File: src/rtl/dbg_pkg.sv
// Shared debug-link definitions: command encodings, response bytes and the
// host bridge state type. Also used by dbg_module.
package dbg_pkg;

  localparam logic [7:0] DBG_CMD_NOP      = 8'h00;
  localparam logic [7:0] DBG_CMD_READ     = 8'h01;
  localparam logic [7:0] DBG_CMD_WRITE    = 8'h02;
  localparam logic [7:0] DBG_CMD_HALT     = 8'h03;
  localparam logic [7:0] DBG_CMD_RESUME   = 8'h04;
  localparam logic [7:0] DBG_CMD_STEP     = 8'h05;
  localparam logic [7:0] DBG_CMD_RST_CORE = 8'h06;
  localparam logic [7:0] DBG_CMD_RST_ALL  = 8'h07;

  localparam logic [7:0] DBG_RESP_ERR     = 8'hEE;
  localparam logic [7:0] DBG_RESP_BAD_CMD = 8'hFF;

  typedef enum logic [2:0] {
    ST_IDLE,
    ST_RX_ADDR,
    ST_RX_DATA,
    ST_ISSUE,
    ST_WAIT,
    ST_TX_RESP
  } dbg_bridge_state_t;

  // Commands that carry no address/data payload.
  function automatic logic is_single_byte_cmd(input logic [7:0] cmd);
    return (cmd >= DBG_CMD_HALT) && (cmd <= DBG_CMD_RST_ALL);
  endfunction

endpackage

File: src/rtl/dbg_resp_ser.sv
// Response serializer: loads a 1- or 4-byte response and emits it MSB first
// over a valid/ready byte stream.
module dbg_resp_ser (
  input  logic        clk,
  input  logic        rst_i,
  input  logic        load,
  input  logic        load_len4,
  input  logic [31:0] load_word,
  output logic [7:0]  tx_data_o,
  output logic        tx_valid_o,
  input  logic        tx_ready_i,
  output logic        done_o
);

  logic [31:0] shift_q;
  logic [2:0]  left_q;

  // NOTE: sequential state uses <= so every register sees pre-edge values.
  always_ff @(posedge clk) begin
    if (rst_i) begin
      shift_q <= '0;
      left_q  <= '0;
    end else if (load) begin
      shift_q <= load_len4 ? load_word : {load_word[7:0], 24'h000000};
      left_q  <= load_len4 ? 3'd4 : 3'd1;
    end else if (tx_valid_o && tx_ready_i) begin
      shift_q <= {shift_q[23:0], 8'h00};
      left_q  <= left_q - 3'd1;
    end
  end

  assign tx_valid_o = (left_q != 3'd0);
  assign tx_data_o  = shift_q[31:24];
  assign done_o     = tx_valid_o && tx_ready_i && (left_q == 3'd1);

endmodule

File: src/rtl/dbg_host_bridge.sv
// Host byte-stream to debug-module command bridge.
// Optional WAIT timeout with error response: define DBG_BRIDGE_TIMEOUT_EN.
module dbg_host_bridge
  import dbg_pkg::*;
#(
`ifdef DBG_BRIDGE_TIMEOUT_EN
  parameter int unsigned TIMEOUT_CYCLES = 1024,
  parameter logic [7:0]  ERR_BYTE       = DBG_RESP_ERR,
`endif
  parameter logic [7:0]  BAD_CMD_BYTE   = DBG_RESP_BAD_CMD
) (
  input  logic        clk,
  input  logic        rst_i,
  input  logic [7:0]  rx_data_i,
  input  logic        rx_valid_i,
  output logic        rx_ready_o,
  output logic [7:0]  tx_data_o,
  output logic        tx_valid_o,
  input  logic        tx_ready_i,
  output logic [7:0]  dbg_cmd_o,
  output logic [31:0] dbg_addr_o,
  output logic [31:0] dbg_data_o,
  input  logic [31:0] dbg_data_i,
  input  logic        dbg_ready_i
);

  dbg_bridge_state_t state_q, state_d;
  logic [7:0]  cmd_q;
  logic [31:0] addr_q;
  logic [31:0] data_q;
  logic [1:0]  cnt_q;
  logic        rx_fire;
  logic        ser_load;
  logic        ser_len4;
  logic [31:0] ser_word;
  logic        ser_done;

  assign rx_ready_o = !rst_i && (state_q inside {ST_IDLE, ST_RX_ADDR, ST_RX_DATA});
  assign rx_fire    = rx_valid_i && rx_ready_o;

  always_ff @(posedge clk) begin
    if (rst_i) begin
      state_q <= ST_IDLE;
      cmd_q   <= DBG_CMD_NOP;
      addr_q  <= '0;
      data_q  <= '0;
      cnt_q   <= '0;
    end else begin
      state_q <= state_d;
      if (rx_fire) begin
        case (state_q)
          ST_IDLE: begin
            cmd_q <= rx_data_i;
            cnt_q <= '0;
          end
          ST_RX_ADDR: begin
            addr_q <= {addr_q[23:0], rx_data_i};
            cnt_q  <= cnt_q + 2'd1;
          end
          ST_RX_DATA: begin
            data_q <= {data_q[23:0], rx_data_i};
            cnt_q  <= cnt_q + 2'd1;
          end
          default: ;
        endcase
      end
    end
  end

`ifdef DBG_BRIDGE_TIMEOUT_EN
  localparam int TO_W = $clog2(TIMEOUT_CYCLES + 1);
  localparam logic [TO_W-1:0] TO_LAST = TO_W'(TIMEOUT_CYCLES - 1);
  logic [TO_W-1:0] to_cnt_q;

  // Held at zero outside WAIT, so it restarts on every entry.
  always_ff @(posedge clk) begin
    if (rst_i || (state_q != ST_WAIT)) to_cnt_q <= '0;
    else                               to_cnt_q <= to_cnt_q + 1'b1;
  end
`endif

  // NOTE: every signal gets a default first, so no path infers a latch.
  always_comb begin
    state_d  = state_q;
    ser_load = 1'b0;
    ser_len4 = 1'b0;
    ser_word = '0;
    case (state_q)
      ST_IDLE: begin
        if (rx_fire) begin
          if (rx_data_i == DBG_CMD_NOP) begin
            state_d = ST_IDLE;
          end else if ((rx_data_i == DBG_CMD_READ) || (rx_data_i == DBG_CMD_WRITE)) begin
            state_d = ST_RX_ADDR;
          end else if (is_single_byte_cmd(rx_data_i)) begin
            state_d = ST_ISSUE;
          end else begin
            ser_load = 1'b1;
            ser_word = {24'h000000, BAD_CMD_BYTE};
            state_d  = ST_TX_RESP;
          end
        end
      end
      ST_RX_ADDR: begin
        if (rx_fire && (cnt_q == 2'd3))
          state_d = (cmd_q == DBG_CMD_WRITE) ? ST_RX_DATA : ST_ISSUE;
      end
      ST_RX_DATA: begin
        if (rx_fire && (cnt_q == 2'd3)) state_d = ST_ISSUE;
      end
      ST_ISSUE: begin
        if (dbg_ready_i) state_d = ST_WAIT;
      end
      ST_WAIT: begin
        if (dbg_ready_i) begin
          ser_load = 1'b1;
          if (cmd_q == DBG_CMD_READ) begin
            ser_len4 = 1'b1;
            ser_word = dbg_data_i;
          end else begin
            ser_word = {24'h000000, cmd_q};
          end
          state_d = ST_TX_RESP;
        end
`ifdef DBG_BRIDGE_TIMEOUT_EN
        else if (to_cnt_q == TO_LAST) begin
          ser_load = 1'b1;
          ser_word = {24'h000000, ERR_BYTE};
          state_d  = ST_TX_RESP;
        end
`endif
      end
      ST_TX_RESP: begin
        if (ser_done) state_d = ST_IDLE;
      end
      default: state_d = ST_IDLE;
    endcase
  end

  // The command is visible only while issuing/waiting, so it is never replayed.
  assign dbg_cmd_o  = (state_q inside {ST_ISSUE, ST_WAIT}) ? cmd_q : DBG_CMD_NOP;
  assign dbg_addr_o = addr_q;
  assign dbg_data_o = data_q;

  dbg_resp_ser u_resp_ser (
    .clk        (clk),
    .rst_i      (rst_i),
    .load       (ser_load),
    .load_len4  (ser_len4),
    .load_word  (ser_word),
    .tx_data_o  (tx_data_o),
    .tx_valid_o (tx_valid_o),
    .tx_ready_i (tx_ready_i),
    .done_o     (ser_done)
  );

endmodule

File: config.mk
export PLATFORM = sky130hd
export DESIGN_NAME = dbg_host_bridge
export DESIGN_NICKNAME = d
export VERILOG_FILES = /design/src/rtl/dbg_pkg.sv /design/src/rtl/dbg_resp_ser.sv /design/src/rtl/dbg_host_bridge.sv
export SDC_FILE = /design/constraint.sdc
export NUM_CORES = 1
export LEC_CHECK = 0
export CORE_UTILIZATION = 54
export CTS_CLUSTER_SIZE = 30
export DETAILED_ROUTE_END_ITERATION = 10
export GPL_TIMING_DRIVEN = 0
export PLACE_DENSITY = 0.89
export SLEW_MARGIN = 10
export SYNTH_ARGS = -nofsm -noshare
export SYNTH_HDL_FRONTEND = slang
export SYNTH_HIERARCHICAL = 1
export SYNTH_SLANG_ARGS = --single-unit
File: constraint.sdc
create_clock -name clk -period 6.8 [get_ports clk]
set_input_delay 1.36 -clock clk [delete_from_list [all_inputs] [get_ports clk]]
set_output_delay 1.36 -clock clk [all_outputs]
set_load 0.03 [all_outputs]
==> results.txt <==
----------------------------------------------------
[Run status]
  Run status ... complete, no violations

[Placement]
  Quantity of I/O buffers inserted on ports ... 125
  Half-perimeter wire length after detailed placement ... 10,700 um
  Worst setup slack before clock tree synthesis ... 2.31 ns
  Last weighted congestion value of the routability-driven placer ... 0.955

[Detailed routing]
  Via count ... 5,037
  Initial DRT Pass Iterations ... 5
  Remaining number of nets flagged by the antenna check after routing ... 0
  Via density per instance ... 5.69
  Detailed-route wire length per cell ... 16.2 um
  Total Routed Length ... 14,300 um
  Remaining DRCs ... 0
  Initial DRC count ... 277

[Yosys]
  Ranking of synthesized cells by area ... dfxtp_1 43%, nand2_1 9.9%, a21oi_1 8.5%
  Area of the mapped netlist ... 5270 sq um
  Synthesis warning total ... 6
  Dominant synthesized flop cell ... dfxtp_1
  Count of distinct cell types in the synthesized netlist ... 61
  Cells after synthesis ... 616
  Area fraction of the dominant cell type after synthesis ... 42.6%
  Most common library cells after synthesis ... 139 x nand2_1, 112 x dfxtp_1, 89 x a21oi_1, 36 x nor2_1, 33 x and2_1
  Sequential fraction of the synthesis area ... 42.6%
  Flip-flop and latch count after synthesis ... 112
  Mean Syn Cell Area ... 8.55 sq um
  Yosys top cell by area ... dfxtp_1
  Most numerous cell in the Yosys netlist ... nand2_1
  Synthesized net count ... 665
  Post-synthesis async set-or-reset flop share ... 0%
  Number of flops mapped to enable cells by yosys ... 0

[Timing]
  Shortest clock period the worst path allows after layout ... 4.48 ns
  Transition at the pin with the smallest max-transition slack ... 0.788 ns
  Setup slack after layout ... 2.32 ns
  Count of final hold-check violations ... 0
  Max Freq ... 223 MHz
  Post-route clock skew ... 0.0199 ns
  Max_slew headroom ... 47.5%
  Final cycle utilization of the critical path ... 65.9%
  Final setup violation count ... 0
  RSZ-0062 raised after global routing ... false
  Final setup TNS ... 0 ns
  Pins Over Slew Limit ... 0

[Critical path]
  Worst reg-to-reg setup slack ... 4.11 ns
  Largest stage delay on the critical path ... 0.61 ns
  Number of cells on the critical path ... 5
  Cell occurring most often along the worst timing path ... clkbuf_1
  Cell count of the worst reg-to-reg path ... 12
  Highest-delay cell along the critical path ... clkdlybuf4s50_1
  Path type of the worst setup path ... primary input to output pin
  Sort of element at the end of the critical path ... output pin
  Family with the most delay on the worst path ... buffers and inverters
  Setup crit start kind ... primary input
  Sequence of cells on the critical path ... clkbuf_1 -> clkbuf_1 -> clkbuf_1 -> nor2_1 -> clkdlybuf4s50_1
  Data required, critical path ... 5.44 ns
  Maximum fanout count along the critical path ... 10
  Arrival time reported for the critical path endpoint ... 3.12 ns
  CP Buf/Inv Count ... 4

[CTS]
  Insertion delay to the later sink of the worst-skew pair ... 0.39 ns
  Cell at the root of the clock tree ... clkbuf_8
  Post-CTS repair timing setup buffer count ... 0
  Number of H-tree branching levels ... 3
  CTS hold repair buffers ... 0
  Num CTS Buffers ... 9
  Sink count of the clock tree ... 112
  Buffer depth of the longest clock path ... 2
  Clock transition at path regs ... 0.10 ns
  CTS tree ... built
  Count of cells resized by post-cts repair ... 0

[Pwr]
  Tot Pwr ... 2.15 mW
  Power share of the combinational group ... 41.5%
  Net switching fraction of the power ... 38.7%
  Sw power ... 0.833 mW
  Part of the power in registers ... 37.8%
  Cell leakage power ... 2.46 nW
  IR drop worst, VDD ... 0.177 mV
  Relative contribution of the clock network to total power ... 20.7%
  Power density cells ... 311 nW/um^2
  Internal power ... 1.32 mW

[Global routing]
  Wire length of the first global-routing pass ... 23,200 um
  Initial antenna violation count ... 0
  Number of global-route vias before repair ... 4,749
  GR Overflow Total ... 0
  Overall routing resource usage ... 29.1%
  Largest net degree at the start of global routing ... 23

[Floorplan]
  # rows ... 35
  I/O pin cnt ... 127
  Area of the placeable core ... 9330 sq um
  Die area ... 10,100 sq um
  Die Width ... 101 um
  Effective utilization at floorplan ... 56.4%
  Vertical die dimension ... 101 um

[Final layout]
  Number of fill cells in the layout ... 709
  Fraction of layout instances using a drive strength above 1 ... 12.7%
  Layout Area Growth over Synthesis ... 31.1%
  Layout net count ... 801
  Antenna diode instance count ... 0

[Worst hold path]
  Hold WC Path Type ... flip-flop to flip-flop
  Min-Delay Path Depth ... 2

[Flow run]
  MaxCap Viol Count ... 0

----------------------------------------------------
metal layers:
| layer | global-route usage, % | vias up | wire length [um] |
|---|---|---|---|
| li1 | - | 2384 | - |
| met1 | 37.7 | 2402 | 5940 |
| met2 | 49.4 | 223 | 7170 |
| met3 | 4.23 | 28 | 958 |
| met4 | 10.1 | 0 | 280 |
| met5 | 0 | - | 0 |
placed cells by master (no fill, tap or decap), types with 2 or more instances in the layout:
cell type / instances
buf_4: 12
nand2_1: 139
buf_6: 12
and2_1: 33
nor3b_1: 3
ha_1: 4
o21ai_2: 2
a22oi_1: 11
clkbuf_8: 9
nor2_1: 36
o21ai_0: 9
inv_1: 4
clkdlybuf4s50_1: 125
a21oi_1: 89
a221oi_2: 16
nand3b_1: 2
clkbuf_1: 17
inv_8: 2
o21bai_1: 2
nand3_1: 10
a221o_1: 7
o311a_1: 8
or2_2: 2
dfxtp_1: 112
a21oi_2: 2
inv_6: 2
a311oi_1: 3
nand2b_1: 7
nor2b_1: 6
inv_2: 2
buf_2: 14
or3_1: 2
mux2i_1: 16
nor3_1: 3
flip-flops by register name, summed over array words and instances (netlist names):
signal              cells
cmd_q                   8
dbg_data_o             32
cnt_q                   2
u_resp_ser/left_q       3
u_resp_ser/shift_q     32
dbg_addr_o             32
state_q                 3
worst paths after layout:
| check | from | end |
|---|---|---|
| worst min-delay path | dbg_data_o[31]$_SDFFE_PP0P_ | dbg_data_o[31]$_SDFFE_PP0P_ |
| worst min register to register | dbg_data_o[31]$_SDFFE_PP0P_ | dbg_data_o[31]$_SDFFE_PP0P_ |
| worst max register to register | state_q[1]$_SDFFE_PP0P_ | u_resp_ser/shift_q[22]$_SDFFE_PP0P_ |
| worst max-delay path | rst_i | rx_ready_o |
per-stage QoR:
step           area [sq um]  util (%)  hold WS (ns)  cells
5_1_grt                6900      74.0         0.483    886
2_1_floorplan          5270         -         0.454    616
3_3_place_gp           6680      71.6         0.442    870
4_1_cts                6900      74.0         0.463    886
6_report               6900      74.0         0.458    886
3_5_place_dp           6680      71.6         0.448    870
final cells by class:
cell class                      instances  area [sq um]  area share [%]
Multi-Input combinational cell        439          2590            37.6
Sequential cell                       112          2240            32.5
Timing Repair Buffer                  125          1250            18.1
Buffer                                 58           399            5.78
Tap cell                              129           161            2.34
Clock buffer                            9           124            1.79
Clock inverter                          7           103            1.49
Inverter                                7          28.8           0.417
worst min-delay path: stages, from the launching register on:
cell and delay, ns:
dfxtp_1 0.32, nand2_1 0.05, a21oi_1 0.05
power groups by stage:
stage	registers, mW	logic [mW]	clock network, mW
2_1_floorplan	0.818	0.645	0
3_3_place_gp	0.821	0.850	0
3_5_place_dp	0.826	0.877	0
4_1_cts	0.811	0.881	0.445
5_1_grt	0.822	0.958	0.475
6_report	0.813	0.891	0.446
kinds of logic after synthesis:
| kind of cell | Yosys count | synth area share [%] |
|---|---|---|
| AO/OA/AOI/OAI | 162 | 22.2 |
| adder cells (fa/ha/maj) | 4 | 0.951 |
| buffers and inverters | 65 | 8.13 |
| flip-flops | 112 | 42.6 |
| multiplexers | 17 | 3.26 |
| AND/OR/NAND/NOR | 256 | 22.9 |
No activity file was read; power rests on OpenSTA's default activity.
